**config.mk**
```make
export PLATFORM = sky130hd
export DESIGN_NAME = maze_grid_store
export DESIGN_NICKNAME = d
export VERILOG_FILES = /design/src/rtl/maze_grid_store.sv
export SDC_FILE = /design/constraint.sdc
export NUM_CORES = 1
export LEC_CHECK = 0
export CORE_UTILIZATION = 25
export CTS_BUF_LIST = sky130_fd_sc_hd__clkbuf_16
export DETAILED_ROUTE_END_ITERATION = 6
export PLACE_DENSITY_LB_ADDON = 0.08
export SYNTH_ARGS = -nofsm -noshare
export SYNTH_HDL_FRONTEND = slang
export SYNTH_SLANG_ARGS = --single-unit
```
**constraint.sdc**
```tcl
create_clock -name CLOCK -period 7.9 [get_ports CLOCK]
set_input_delay 0.79 -clock CLOCK [delete_from_list [all_inputs] [get_ports CLOCK]]
set_output_delay 0.79 -clock CLOCK [all_outputs]
set_load 0.02 [all_outputs]
```
**src/rtl/maze_grid_store.sv**
```systemverilog
// Maze map store: captures strobed radio packets into a COLS x ROWS grid of
// 2-bit cells, tracks robot position and explored-cell count, serves a registered read port.
module maze_grid_store #(
  parameter int COLS = 5,
  parameter int ROWS = 4
) (
  input  logic       CLOCK,
  input  logic       RESET,
  input  logic       DATA_VALID,
  input  logic [2:0] RADIO_X,
  input  logic [1:0] RADIO_Y,
  input  logic [1:0] VALUE,
  input  logic       CLEAR,
  input  logic [2:0] READ_X,
  input  logic [1:0] READ_Y,
  output logic [1:0] READ_VALUE,
  output logic [2:0] ROBOT_X,
  output logic [1:0] ROBOT_Y,
  output logic [4:0] VISITED_COUNT,
  output logic       UPDATE,
  output logic       ERR_RANGE,
  output logic       ERR_DROP
);

  localparam int CELLS = COLS * ROWS;

  typedef enum logic [1:0] {IDLE, LATCH, CHECK, WRITE} state_t;

  state_t     state;
  logic [1:0] cells [CELLS];
  logic       sync1, sync2, sync3;
  logic       strobe_edge;
  logic [2:0] cap_x;
  logic [1:0] cap_y;
  logic [1:0] cap_v;
  logic       cap_in_range;
  logic       rd_in_range;
  logic [4:0] wr_idx;
  logic [4:0] rd_idx;
  logic [1:0] old_val;

  function automatic logic [4:0] cell_index(input logic [2:0] x, input logic [1:0] y);
    return 5'(y) * 5'(COLS) + 5'(x);
  endfunction

  // The synchronizer is deliberately untouched by CLEAR so a held strobe is not re-detected.
  always_ff @(posedge CLOCK or negedge RESET) begin
    if (!RESET) begin
      sync1 <= 1'b0;
      sync2 <= 1'b0;
      sync3 <= 1'b0;
    end else begin
      sync1 <= DATA_VALID;
      sync2 <= sync1;
      sync3 <= sync2;
    end
  end

  assign strobe_edge = sync2 & ~sync3;

  always_comb begin
    cap_in_range = (32'(cap_x) < COLS) && (32'(cap_y) < ROWS);
    rd_in_range  = (32'(READ_X) < COLS) && (32'(READ_Y) < ROWS);
    wr_idx       = cap_in_range ? cell_index(cap_x, cap_y) : '0;
    rd_idx       = rd_in_range ? cell_index(READ_X, READ_Y) : '0;
    old_val      = cells[wr_idx];
  end

  always_ff @(posedge CLOCK or negedge RESET) begin
    if (!RESET) begin
      state         <= IDLE;
      for (int unsigned i = 0; i < CELLS; i++) cells[i] <= '0;
      cap_x         <= '0;
      cap_y         <= '0;
      cap_v         <= '0;
      ROBOT_X       <= '0;
      ROBOT_Y       <= '0;
      VISITED_COUNT <= '0;
      UPDATE        <= 1'b0;
      ERR_RANGE     <= 1'b0;
      ERR_DROP      <= 1'b0;
    end else begin
      UPDATE <= 1'b0;
      if (CLEAR) begin
        for (int unsigned i = 0; i < CELLS; i++) cells[i] <= '0;
        ROBOT_X       <= '0;
        ROBOT_Y       <= '0;
        VISITED_COUNT <= '0;
        ERR_RANGE     <= 1'b0;
        ERR_DROP      <= 1'b0;
        state         <= IDLE;
      end else begin
        if (strobe_edge && state != IDLE) ERR_DROP <= 1'b1;
        case (state)
          IDLE: if (strobe_edge) state <= LATCH;
          LATCH: begin
            cap_x <= RADIO_X;
            cap_y <= RADIO_Y;
            cap_v <= VALUE;
            state <= CHECK;
          end
          CHECK: begin
            if (!cap_in_range) begin
              ERR_RANGE <= 1'b1;
              state     <= IDLE;
            end else if (cap_v == 2'b00) begin
              state <= IDLE;
            end else begin
              state <= WRITE;
            end
          end
          WRITE: begin
            cells[wr_idx] <= cap_v;
            ROBOT_X       <= cap_x;
            ROBOT_Y       <= cap_y;
            if (old_val != cap_v) UPDATE <= 1'b1;
            if (old_val == 2'b00 && VISITED_COUNT < 5'(CELLS))
              VISITED_COUNT <= VISITED_COUNT + 5'd1;
            state <= IDLE;
          end
          default: state <= IDLE;
        endcase
      end
    end
  end

  always_ff @(posedge CLOCK or negedge RESET) begin
    if (!RESET) READ_VALUE <= '0;
    else        READ_VALUE <= rd_in_range ? cells[rd_idx] : '0;
  end

endmodule

```
==> After elaboration in Yosys (flattened, before gate mapping) <==
Index checks and enable logic that the tools add are counted.
{ "word_totals": {"input_bits": 16, "register_bits": 67, "wordCells": 104} }
{ "op_classes": {"n_addsub": 3, "reduce_logical": 14, "order_cmp": 6, "n_mux": 34, "eq_ne": 6, "n_mul": 2, "bitwise": 5} }
{ "ops": {"columns": ["operator", "count"], "rows": [
  ["$mux W40", 2],
  ["$bwmux W40", 1],
  ["$mux W5", 5],
  ["$mux W2", 12],
  ["$bmux W2 S5", 2],
  ["$ge A6 B6 Y1 const B", 2],
  ["$not A5 Y6", 2],
  ["$add A5 B3 Y5", 2],
  ["$demux W2 S5", 1],
  ["$mul A2 B3 Y5 const B", 2],
  ["$reduce_bool A2 Y1", 5],
  ["$mux W1", 8],
  ["$pmux W2 S4", 1],
  ["$logic_not A2 Y1", 3],
  ["$lt A3 B3 Y1 const B", 2],
  ["$lt A6 B1 Y1 const B", 1],
  ["$mux W3", 2],
  ["$reduce_and A2 Y1", 3],
  ["$add A5 B1 Y5 const B", 1],
  ["$lt A5 B5 Y1 const B", 1],
  ["$eq A2 B2 Y1 const B", 2],
  ["$logic_and A1 B1 Y1", 3],
  ["$ne A3 B3 Y1 const B", 1],
  ["$eq A2 B1 Y1 const B", 1],
  ["other kinds (4)", 5]
]} }

==> Depth between registers and ports, before layout <==
{ "logic_depth": {"depth_word": 12, "mapped_depth": 10} }

==> Worst setup path after synthesis <==
OpenSTA, ideal clock, no wires.
{ "synth_timing": {"path_kind": "reg-to-reg", "from": "reg cap_x[1]", "to": "reg VISITED_COUNT[3]", "setup_time_ns": 0.128, "path_buffers": 0, "stages_incl_launch_ff": 11, "arrival_ns": 3.084, "t_required_ns": 7.772, "synth_period_minus_slack_ns": 3.211, "slack_ns": 4.689, "path_cell_list": "dfrtp_1 -> ha_1 -> ha_1 -> fa_1 -> xnor2_1 -> a2111oi_4 -> nand2b_2 -> or3_1 -> and4b_4 -> nor3_1 -> mux2_1"} }
{ "synth_via": {"elab_chain_len": 10, "elab_cells_between_ends": 11, "classes_between": "1 x add/sub; 1 x order compare; 4 x mux; 1 x bitwise; 4 x reduce/logical"} }
{ "synth_lines": {"columns": ["element", "line", "source"], "rows": [
  ["start, declared", "33", "logic [2:0] cap_x;"],
  ["start signal, assigned", "73", "cap_x <= '0;"],
  ["start signal, assigned", "97", "cap_x <= RADIO_X;"],
  ["$add A5 B3 Y5 / $lt A3 B3 Y1 (equally long branches)", "43, 62", null],
  ["$mux W5 *", "64", "wr_idx = cap_in_range ? cell_index(cap_x, cap_y) : '0;"],
  ["$not A5 Y6 (not written as such) *", "66", "old_val = cells[wr_idx];"],
  ["$bmux W2 S5 *", "66", null],
  ["$mux W2 (not written as such) * (2 in a row)", "66", null],
  ["$logic_not A2 Y1 *", "117", "if (old_val == 2'b00 && VISITED_COUNT < 5'(CELLS))"],
  ["$logic_and A1 B1 Y1 *", "117", null],
  ["$reduce_bool A2 Y1 (no source line) *", null, null],
  ["$reduce_and A2 Y1 (no source line) *", null, null],
  ["end signal, assigned", "118", "VISITED_COUNT <= VISITED_COUNT + 5'd1;"],
  ["end, declared", "19", "output logic [4:0] VISITED_COUNT,"]
]} }
Every way passes the cells marked *; elsewhere a longest branch is shown, timed or not. The select of a mux whose other input is x is not followed.
A chain may end at the register's enable or synchronous reset.

==> Worst setup path in the final report <==
Same ends and word-level chain as after synthesis.

==> impl_metrics.toml <==
[outcome]
outcome = "finished clean"

[routing]
firstDrtPassIters = 5
vias = 3332
viasPerCell = 4.90
routed_wl_um = 11800
drt-initial-drc-count = 173
wl_per_cell_um = 17.3
drc = 0
ant_nets = 0

[sta]
rsz0062_at_grt = "no"
fin_skew_ns = 0.00917
fin_tns_setup_ns = 0
setup_ws_ns = 4.24
finalSetupViolCount = 0
finalMaxSlewViolations = 0
fmax_mhz = 273
hold_viol_final = 0
tightest_slew_ns = 1.01
relSlewSlack = 0.325
hold_ws_ns = 0.348
fin_crit_ns = 3.66
min_period_over_period = 0.464

[critical_path]
cp.arrival_ns = 3.89
critPathTopFamily = "simple AND/OR/NAND/NOR gates"
critPathRequiredTime_ns = 8.12
cp-start-kind = "register"
rr_worst_depth = 10
path_buf_inv = 0
critPathCaptureType = "register"
max_stage_delay_ns = 0.53
path_depth = 10
cpMostUsedCell = "ha_1"
slowest_stage = "and2_1"
critPathMaxFanout = 14
crit_chain = "ha_1 > ha_1 > fa_1 > xnor2_1 > a2111oi_4 > and2_1 > o211ai_1 > and4b_4 > nor3_1 > mux2_1"
path_class = "reg -> reg"

[clocking]
postCtsSetupBuffers = 0
clk_path_buf_depth = 2
cts_tree = "done"
cts_resized = 0
cts_sinks = 67
cts_root_buf = "clkbuf_16"
insertion_delay_ns = 0.35
clk_pin_slew_ns = 0.06
h-tree-depth = 3
postCtsHoldBufs = 0
cts_buffers = 9

[worst_hold_path]
hp-class = "reg -> reg"
holdPathStages = 0

[logic_synthesis]
syn_nets = 473
ys_types = 49
synth_area_um2 = 4000
yosys_most_used_dff = "dfrtp_1"
async_flop_share = 1.00
synthCells = 442
ys_seq_area_frac = 0.419
avgSynthCellArea_um2 = 9.05
yosys_warnings = 0
synth_seq_cells = 67
synth_edf_count = 0

[grt]
grt_max_degree = 68
antenna_found_initial = 0
grt_pass1_vias = 3422
grt-ovfl-total = 0
grt_first_pass_wirelength_um = 19000
grt_usage = 0.154

[die]
dieArea_um2 = 16500
io_pins = 31
std_cell_rows = 45
die_w_um = 129
design.core.area_um2 = 15400
dieHeight_um = 129
initial_core_util = 0.259

[place]
io_buffers = 30
dp_cells = 664
place_ws_ns = 4.24
place_congestion = 0.742
dpl_cell_area_um2 = 4510
dp_hpwl_um = 7860

[finish]
seqCellArea_um2 = 1680
multiInputGateArea_um2 = 2210
final_area_um2 = 4780
syn_to_final_growth_pct = 19.4
num_antenna_cells = 0
drive_gt1_frac = 0.0810
final_nets = 495
instances_no_fill = 680
nFillCells = 1658

[pwr]
ir_drop_v = 0.000161
p_leak_nw = 1.90
p_per_area_nw_per_um2 = 294

[flow_run]
drv_cap = 0
==> through the flow <==
| stage | utilization | total power, mW |
|---|---|---|
| 2_1_floorplan | - | 0.848 |
| 3_3_place_gp | 0.292 | 1.03 |
| 3_5_place_dp | 0.292 | 1.03 |
| 4_1_cts | 0.310 | 1.41 |
| 5_1_grt | 0.310 | 1.49 |
| 6_report | 0.310 | 1.40 |
==> worst reg2reg max path: stages, from the launching register on <==
cell and delay [ns]:
dfrtp_1 0.42, ha_1 0.32, ha_1 0.23, fa_1 0.41, xnor2_1 0.21, a2111oi_4 0.38
and2_1 0.53, o211ai_1 0.24, and4b_4 0.28, nor3_1 0.20, mux2_1 0.34
==> kinds of logic (layout without fill, tap and decap cells) <==
kind of cell	after synthesis	in the layout	synth area share
DFF	67	67	0.419
xor gates and xnor gates	4	4	0.00875
muxes	50	50	0.137
and+or+nand+nor	187	187	0.215
AOI/OAI and AO/OA	89	89	0.141
adders and majority gates	15	15	0.0507
buffers and inverters	30	57	0.0288
==> placed cells by master (no fill, tap or decap), types with 2 or more instances in the layout <==
cell type / count
a211oi_1: 3
a21o_1: 2
a21oi_1: 44
a221oi_1: 5
a22oi_1: 2
a31oi_1: 6
and2_1: 2
and3_1: 3
buf_2: 2
buf_4: 6
clkbuf_16: 9
clkdlybuf4s50_1: 28
clkinvlp_4: 2
dfrtp_1: 67
fa_1: 2
ha_1: 13
inv_1: 6
mux2_2: 7
mux2i_1: 39
mux4_2: 3
nand2_1: 70
nand2b_1: 6
nand3_1: 32
nor2_1: 39
nor2b_1: 9
nor3_1: 11
nor3b_1: 3
o21a_1: 2
o21ai_0: 10
o311ai_0: 3
or2_2: 2
or3_1: 4
xnor2_1: 4
==> power by group <==
part           switching, mW  total [mW]  internal (mW)  leakage [nW]
Combinational          0.394       0.625          0.231         0.858
Clock                  0.165       0.376          0.211         0.131
Sequential            0.0431       0.402          0.359         0.912
==> flip-flops by register name (all words and copies together), names as in the netlist <==
name and count:
ERR_DROP 1, state 2, READ_VALUE 2, ROBOT_X 3, sync1 1, sync3 1, ROBOT_Y 2, cap_v 2
ERR_RANGE 1, sync2 1, cells 40, cap_x 3, UPDATE 1, cap_y 2, VISITED_COUNT 5
==> final cells by class <==
| type | instances | share of cell area |
|---|---|---|
| well taps | 211 | 0.0552 |
| clock buffers | 9 | 0.0471 |
| clock inverters | 7 | 0.00942 |
| repair buffers | 36 | 0.0702 |
| inverters | 5 | 0.00393 |
| flip-flops and latches | 67 | 0.351 |
| multi-input cells | 345 | 0.463 |
==> path summary, 6_finish.rpt <==
path | start | to | slack (ns)
worst max-delay path | cap_x[1] | VISITED_COUNT[3] | 4.24
max in group asynchronous | RESET | cells[5] | 6.64
worst min-delay path | sync1 | sync2 | 0.35
worst max register to register | cap_x[1] | VISITED_COUNT[3] | 4.24
min in group asynchronous | RESET | ROBOT_Y[0] | 0.66
worst min register to register | sync1 | sync2 | 0.35
==> Yosys cell counts, types with 2 or more instances <==
| cell type | count | area, um2 |
|---|---|---|
| nand2_1 | 70 | 263 |
| dfrtp_1 | 67 | 1680 |
| a21oi_1 | 44 | 220 |
| mux2i_1 | 39 | 390 |
| nor2_1 | 39 | 146 |
| nand3_1 | 32 | 160 |
| clkbuf_1 | 21 | 78.8 |
| ha_1 | 13 | 163 |
| nor3_1 | 12 | 60.1 |
| o21ai_0 | 10 | 50.1 |
| nor2b_1 | 9 | 56.3 |
| mux2_2 | 7 | 78.8 |
| a31oi_1 | 6 | 37.5 |
| nand2b_1 | 6 | 37.5 |
| a221oi_1 | 5 | 43.8 |
| inv_1 | 5 | 18.8 |
| or3_1 | 4 | 25.0 |
| xnor2_1 | 4 | 35.0 |
| a211oi_1 | 3 | 22.5 |
| and3_1 | 3 | 18.8 |
| mux4_2 | 3 | 67.6 |
| nor3b_1 | 3 | 22.5 |
| o311ai_0 | 3 | 26.3 |
| a21o_1 | 2 | 15.0 |
| a22oi_1 | 2 | 15.0 |
| and2_1 | 2 | 12.5 |
| buf_1 | 2 | 7.51 |
| buf_2 | 2 | 10.0 |
| fa_1 | 2 | 40.0 |
| o21a_1 | 2 | 15.0 |
| or2_2 | 2 | 12.5 |
==> layer usage <==
layer / vias to the layer above / global-route usage / share of wire
li1: 1620 / - / -
met1: 1635 / 0.212 / 0.50
met2: 62 / 0.239 / 0.45
met3: 15 / 0.0204 / 0.026
met4: 0 / 0.0720 / 0.022
met5: - / 0 / 0
Power figures use the tool's default switching activity.
